`config.mk`:
```
export PLATFORM = sky130hd
export DESIGN_NAME = seven_seg_driver
export DESIGN_NICKNAME = d
export VERILOG_FILES = /design/src/rtl/aeolus_display_pkg.sv /design/src/rtl/seg_decoder.sv /design/src/rtl/seven_seg_driver.sv
export SDC_FILE = /design/constraint.sdc
export NUM_CORES = 1
export LEC_CHECK = 0
export BUFFER_PORTS_ARGS = -buffer_cell sky130_fd_sc_hd__clkbuf_2
export CAP_MARGIN = 20
export CORE_ASPECT_RATIO = 0.9
export CORE_MARGIN = 4
export CORE_UTILIZATION = 31
export CTS_BUF_LIST = sky130_fd_sc_hd__clkbuf_8
export DETAILED_ROUTE_END_ITERATION = 8
export PLACE_DENSITY = 0.43
export SKIP_CTS_REPAIR_TIMING = 1
export SYNTH_ARGS = -nofsm -noshare
export SYNTH_HDL_FRONTEND = slang
export SYNTH_SLANG_ARGS = --single-unit
```
`constraint.sdc`:
```
create_clock -name clk -period 3.15 [get_ports clk]
set_clock_uncertainty 0.05 [all_clocks]
set_input_delay 0.1575 -clock clk [delete_from_list [all_inputs] [get_ports clk]]
set_output_delay 0.1575 -clock clk [all_outputs]
set_load 0.01 [all_outputs]
```
`src/rtl/aeolus_display_pkg.sv`:
```
// Shared state type, digit count, glyph table and BCD helper for the display driver.
package aeolus_display_pkg;

  typedef enum logic [1:0] {
    IDLE  = 2'd0,
    ADD3  = 2'd1,
    SHIFT = 2'd2,
    LATCH = 2'd3
  } conv_state_t;

  localparam int NUM_DIGITS = 4;
  localparam int BCD_W      = 4 * NUM_DIGITS;

  // Glyphs are {g,f,e,d,c,b,a}, active-high; output polarity is applied at the pins.
  localparam logic [6:0] GLYPH_0     = 7'h3F;
  localparam logic [6:0] GLYPH_1     = 7'h06;
  localparam logic [6:0] GLYPH_2     = 7'h5B;
  localparam logic [6:0] GLYPH_3     = 7'h4F;
  localparam logic [6:0] GLYPH_4     = 7'h66;
  localparam logic [6:0] GLYPH_5     = 7'h6D;
  localparam logic [6:0] GLYPH_6     = 7'h7D;
  localparam logic [6:0] GLYPH_7     = 7'h07;
  localparam logic [6:0] GLYPH_8     = 7'h7F;
  localparam logic [6:0] GLYPH_9     = 7'h6F;
  localparam logic [6:0] GLYPH_A     = 7'h77;
  localparam logic [6:0] GLYPH_B     = 7'h7C;
  localparam logic [6:0] GLYPH_C     = 7'h39;
  localparam logic [6:0] GLYPH_D     = 7'h5E;
  localparam logic [6:0] GLYPH_E     = 7'h79;
  localparam logic [6:0] GLYPH_F     = 7'h71;
  localparam logic [6:0] GLYPH_BLANK = 7'h00;

  function automatic logic [BCD_W-1:0] bcd_add3(input logic [BCD_W-1:0] bcd);
    logic [BCD_W-1:0] res;
    res = bcd;
    for (int i = 0; i < NUM_DIGITS; i++) begin
      if (bcd[4*i +: 4] >= 4'd5) begin
        res[4*i +: 4] = bcd[4*i +: 4] + 4'd3;
      end else begin
        res[4*i +: 4] = bcd[4*i +: 4];
      end
    end
    return res;
  endfunction

endpackage

```
`src/rtl/seg_decoder.sv`:
```
// Combinational nibble-to-glyph decoder with blanking; output is active-high.
module seg_decoder
  import aeolus_display_pkg::*;
(
  input  logic [3:0] nibble,
  input  logic       blank,
  output logic [6:0] seg
);

  always_comb begin
    seg = GLYPH_BLANK;
    if (blank) begin
      seg = GLYPH_BLANK;
    end else begin
      case (nibble)
        4'h0:    seg = GLYPH_0;
        4'h1:    seg = GLYPH_1;
        4'h2:    seg = GLYPH_2;
        4'h3:    seg = GLYPH_3;
        4'h4:    seg = GLYPH_4;
        4'h5:    seg = GLYPH_5;
        4'h6:    seg = GLYPH_6;
        4'h7:    seg = GLYPH_7;
        4'h8:    seg = GLYPH_8;
        4'h9:    seg = GLYPH_9;
        4'hA:    seg = GLYPH_A;
        4'hB:    seg = GLYPH_B;
        4'hC:    seg = GLYPH_C;
        4'hD:    seg = GLYPH_D;
        4'hE:    seg = GLYPH_E;
        4'hF:    seg = GLYPH_F;
        default: seg = GLYPH_BLANK;
      endcase
    end
  end

endmodule

```
`src/rtl/seven_seg_driver.sv`:
```
// Four-digit multiplexed seven-segment driver. Hex display by default;
// define SEVEN_SEG_DECIMAL_EN for decimal display via a double-dabble FSM.
module seven_seg_driver
  import aeolus_display_pkg::*;
#(
  parameter int DATA_WIDTH     = 8,
  parameter int REFRESH_TARGET = 1000,
  parameter int SEG_ACTIVE_LOW = 1
) (
  input  logic                  clk,
  input  logic                  reset,
  input  logic [DATA_WIDTH-1:0] dataIn,
  output logic [6:0]            segOut,
  output logic [3:0]            anodeOut,
  output logic                  busy
);

  localparam int REF_W = (REFRESH_TARGET > 1) ? $clog2(REFRESH_TARGET) : 1;
  localparam logic [6:0] SEG_MASK   = (SEG_ACTIVE_LOW != 0) ? 7'h7F : 7'h00;
  localparam logic [3:0] ANODE_MASK = (SEG_ACTIVE_LOW != 0) ? 4'hF : 4'h0;

  conv_state_t           state, state_next;
  logic [DATA_WIDTH-1:0] captured, last;
  logic                  valid, mismatch, capture, do_latch, busy_next;
  logic [BCD_W-1:0]      digits, result;
  logic [REF_W-1:0]      refresh;
  logic [1:0]            scan;
  logic [3:0]            cur_nibble, select;
  logic                  cur_blank;
  logic [6:0]            pattern;

  // Reconvert on any new value, and always once after reset.
  assign mismatch = !valid || (dataIn != last);

`ifdef SEVEN_SEG_DECIMAL_EN
  localparam int ITER_W = $clog2(DATA_WIDTH) + 1;
  logic [DATA_WIDTH-1:0] shreg;
  logic [BCD_W-1:0]      bcd;
  logic [ITER_W-1:0]     iter;
  assign result = bcd;
`else
  assign result = BCD_W'(captured);
`endif

  always_ff @(posedge clk) begin
    if (reset) begin
      state <= IDLE;
    end else begin
      state <= state_next;
    end
  end

  always_comb begin
    state_next = state;
    case (state)
      IDLE: begin
        if (mismatch) begin
`ifdef SEVEN_SEG_DECIMAL_EN
          state_next = ADD3;
`else
          state_next = LATCH;
`endif
        end else begin
          state_next = IDLE;
        end
      end
`ifdef SEVEN_SEG_DECIMAL_EN
      ADD3: state_next = SHIFT;
      SHIFT: begin
        if (iter == ITER_W'(DATA_WIDTH - 1)) begin
          state_next = LATCH;
        end else begin
          state_next = ADD3;
        end
      end
`endif
      LATCH:   state_next = IDLE;
      default: state_next = IDLE;
    endcase
  end

  always_comb begin
    capture   = (state == IDLE) && mismatch;
    do_latch  = (state == LATCH);
    busy_next = (state_next != IDLE);
  end

  always_ff @(posedge clk) begin
    if (reset) begin
      busy     <= 1'b0;
      valid    <= 1'b0;
      last     <= '0;
      captured <= '0;
      digits   <= '0;
    end else begin
      busy <= busy_next;
      if (capture) begin
        captured <= dataIn;
      end
      if (do_latch) begin
        digits <= result;
        last   <= captured;
        valid  <= 1'b1;
      end
    end
  end

`ifdef SEVEN_SEG_DECIMAL_EN
  // Double-dabble datapath: add-3 correction then shift, one bit per pair of cycles.
  always_ff @(posedge clk) begin
    if (reset) begin
      shreg <= '0;
      bcd   <= '0;
      iter  <= '0;
    end else if (capture) begin
      shreg <= dataIn;
      bcd   <= '0;
      iter  <= '0;
    end else if (state == ADD3) begin
      bcd <= bcd_add3(bcd);
    end else if (state == SHIFT) begin
      {bcd, shreg} <= {bcd[BCD_W-2:0], shreg, 1'b0};
      iter         <= iter + ITER_W'(1);
    end
  end
`endif

  always_ff @(posedge clk) begin
    if (reset) begin
      refresh <= '0;
      scan    <= 2'd0;
    end else if (refresh == REF_W'(REFRESH_TARGET - 1)) begin
      refresh <= '0;
      scan    <= scan + 2'd1;
    end else begin
      refresh <= refresh + REF_W'(1);
    end
  end

  always_comb begin
    cur_nibble = digits[{scan, 2'b00} +: 4];
    select     = 4'b0001 << scan;
    case (scan)
`ifdef SEVEN_SEG_DECIMAL_EN
      2'd0:    cur_blank = 1'b0;
      2'd1:    cur_blank = (digits[11:4] == 8'd0);
      2'd2:    cur_blank = (digits[11:8] == 4'd0);
      default: cur_blank = 1'b1;
`else
      2'd0, 2'd1: cur_blank = 1'b0;
      default:    cur_blank = 1'b1;
`endif
    endcase
  end

  seg_decoder u_dec (
    .nibble (cur_nibble),
    .blank  (cur_blank),
    .seg    (pattern)
  );

  // Anode and segments come from the same scan index on the same edge, so they never disagree.
  always_ff @(posedge clk) begin
    if (reset) begin
      segOut   <= GLYPH_0 ^ SEG_MASK;
      anodeOut <= 4'b0001 ^ ANODE_MASK;
    end else begin
      segOut   <= pattern ^ SEG_MASK;
      anodeOut <= select ^ ANODE_MASK;
    end
  end

endmodule

```
==> impl_metrics.ini <==
[critical_path]
crit_start = scan[0]
crit_chain = mux2i_1 > or2_2 > inv_1 > ha_1 > or4_1 > a21oi_1 > a311oi_1
critical_path_required_ps = 3230
r2r_cells = 7
end_kind = flop
path_max_fanout = 8
rr_endpoint = segOut[0]
critPathKind = flop to flop
cp-endpoint = segOut[0]
arrival_ps = 2460
max_stage_delay_ps = 590
rr_startpoint = scan[0]
slowest_stage = dfxtp_1
start_kind = flop
ff2ff_setup_slack_ps = 770

[clocking]
cts_max_level = 2
clk_pin_slew_ps = 80
cts_buffer_depth = 2
root_buffer = clkbuf_8
cts_made_buffers = 5
clock_latency_ps = 290
tritoncts = yes
clock_sinks = 41

[place]
port-buffer-count = 21
dp_hpwl_mm = 2.96
dp.cells = 343
gp_congestion = 0.746

[timing]
worst_pin_slew_ps = 908
tns_ps = 0
post-route-min-period_ps = 2380
hold_viol = 0
setup_viol = 0
max_freq_mhz = 421
max_slew_margin_pct = 39.4
fin_crit_sh_pct = 75.4
drv_slew = 0
rsz0062_at_grt = false

[detailed_routing]
viasPerCell = 4.86
wl_per_cell_um = 12.7
first_pass_iters = 4
drc = 0
drtIter0Drc = 48
dr_total_vias = 1706
drt-total-wl_mm = 4.45
detail-route-antenna-nets = 0

[logic_synthesis]
yosysWarnings = 0
netlist_instances = 246
syn_area_um2 = 2130
ys_ff_latch = 41
ys_seq_area_share_pct = 38.6
synth_fa_ha_area_share_pct = 6.47
ys_async_sr_fraction_pct = 0
yosys.area_share.simple_pct = 27.6
synth_xor_area_share_pct = 7.00
synth_compound_area_share_pct = 12.1
synthDistinctLibCells = 36
synth_top_family_by_area = simple AND/OR/NAND/NOR gates
synth-main-ff-cell = dfxtp_1
avgSynthCellArea_um2 = 8.64
synth-edff-count = 0
synthMuxAreaShare_pct = 4.18
syn-num-nets = 267

[finish]
final_cells = 351
fill_cells = 700
antenna_cells = 0
drive_gt1_share_pct = 13.0
multi_input_comb_area_um2 = 1220
area_growth_pct = 12.7
nets = 281
ff_latch_area_um2 = 821

[pwr]
clkPwrFrac_pct = 38.3
power_switching_uw = 278
combinationalPowerShare_pct = 11.4
power_density_nw_per_um2 = 474
swShare_pct = 24.4
internal_power_uw = 858
leakagePower_nw = 0.865
ir_drop_mv = 0.173
p_seq_share_pct = 50.3

[floorplan]
initial_core_util_pct = 32.1
dieArea_um2 = 8250
io_pins = 22
die-height_um = 86.6
num_rows = 28
die_x_um = 95.3
core-area_um2 = 6620

[grt]
grt-ovfl-total = 0
antenna_found_initial = 0
use_met1_pct = 17.1
grt.total_usage_pct = 11.8
met2_usage_pct = 16.9
grt_max_degree = 51
met3_usage_pct = 2.86
top_usage_layer = met1
grt_pass1_wl_mm = 7.69
grt_pass1_vias = 1596

[outcome]
status = complete, no violations

[flow_run]
cap_violations = 0

[hold_path]
min_path_type = primary input to flop
## power by group through the flow
stage          Sequential [mW]  Combinational (mW)  Clock, mW
2_1_floorplan            0.576               0.101          0
3_3_place_gp             0.584               0.132          0
3_5_place_dp             0.583               0.130          0
4_1_cts                  0.571               0.131      0.456
5_1_grt                  0.576               0.148      0.476
6_report                 0.571               0.130      0.435
## per-layer routing
metal  wire length (µm)  up-vias
met3                208        4
met2               1890       30
met1               2290      784
met4                 54        0
li1                   -      888
met5                  0        -
## synthesized netlist by cell type (all sizes together) (4+ instances only)
cell / instances / share of area, %
dfxtp: 41 / 39
o21ai: 11 / 2.6
nand4: 4 / 1.5
nor3: 12 / 2.8
inv: 6 / 1.1
ha: 11 / 6.5
o2111ai: 8 / 3.3
xnor2: 14 / 5.8
nand2: 24 / 4.2
or4: 10 / 3.5
clkbuf: 10 / 1.8
nand2b: 20 / 5.9
buf: 4 / 1.2
nor2: 21 / 4.1
nand3: 4 / 0.94
a21oi: 15 / 3.5
mux2i: 5 / 2.9
nor3b: 8 / 2.8
## metrics by stage
step	cell area (µm²)	utilization [%]	setup slack, ps	power [mW]	hold WS (ps)
finish	2400	36.2	774	1.14	244
global route	2400	36.2	505	1.20	275
CTS	2400	36.2	766	1.16	242
detailed placement	2280	34.4	787	0.714	390
global placement	2280	34.4	856	0.715	388
floorplan	2130	-	1100	0.677	368
## flip-flops by register name, summed over array words and instances (netlist names)
name      flops
anodeOut      4
captured      8
digits        8
refresh      10
scan          2
segOut        7
state         1
valid         1
## kinds of logic (layout without fill, tap and decap cells)
group | after synthesis | count (layout)
compound gates | 41 | 41
xor+xnor | 17 | 17
fa+ha+maj | 11 | 11
buf+inv | 20 | 35
flops | 41 | 41
mux | 7 | 7
simple gates | 109 | 109
## worst min path at each step
| stage | startpoint | to | depth (start not counted) |
|---|---|---|---|
| after floorplan | refresh[0] | refresh[0] | 1 |
| after global placement | refresh[0] | refresh[0] | 1 |
| after detailed placement | refresh[0] | refresh[0] | 1 |
| after CTS | dataIn[1] | captured[1] | 4 |
| after global routing | dataIn[1] | captured[1] | 4 |
| final | dataIn[1] | captured[1] | 4 |
## final cells by class
type                            instances  area share (%)
Tap cell                               90            4.70
Timing Repair Buffer                   21            4.39
Clock buffer                            6            3.45
Clock inverter                          2            1.41
Multi-Input combinational cell        185            50.9
Sequential cell                        41            34.3
Inverter                                6           0.940
## cells in the final DEF, fill, tap and decap left out, drive strengths merged, types with 4 or more instances in the layout
master    n
a21oi    15
clkbuf   27
dfxtp    41
ha       11
inv       7
mux2i     5
nand2    24
nand2b   20
nand3     4
nand4     4
nor2     21
nor3     12
nor3b     8
o2111ai   8
o21ai    11
or4      10
xnor2    14
## worst max-delay path: cells and delay by family (launching register included)
kind            cells  cell delay (ps)
mux                 1              350
compound gates      2              210
buf+inv             1               70
fa+ha+maj           1              220
simple gates        2              730
flops               1              590
Note: power is estimated with default switching activity, not from simulation.
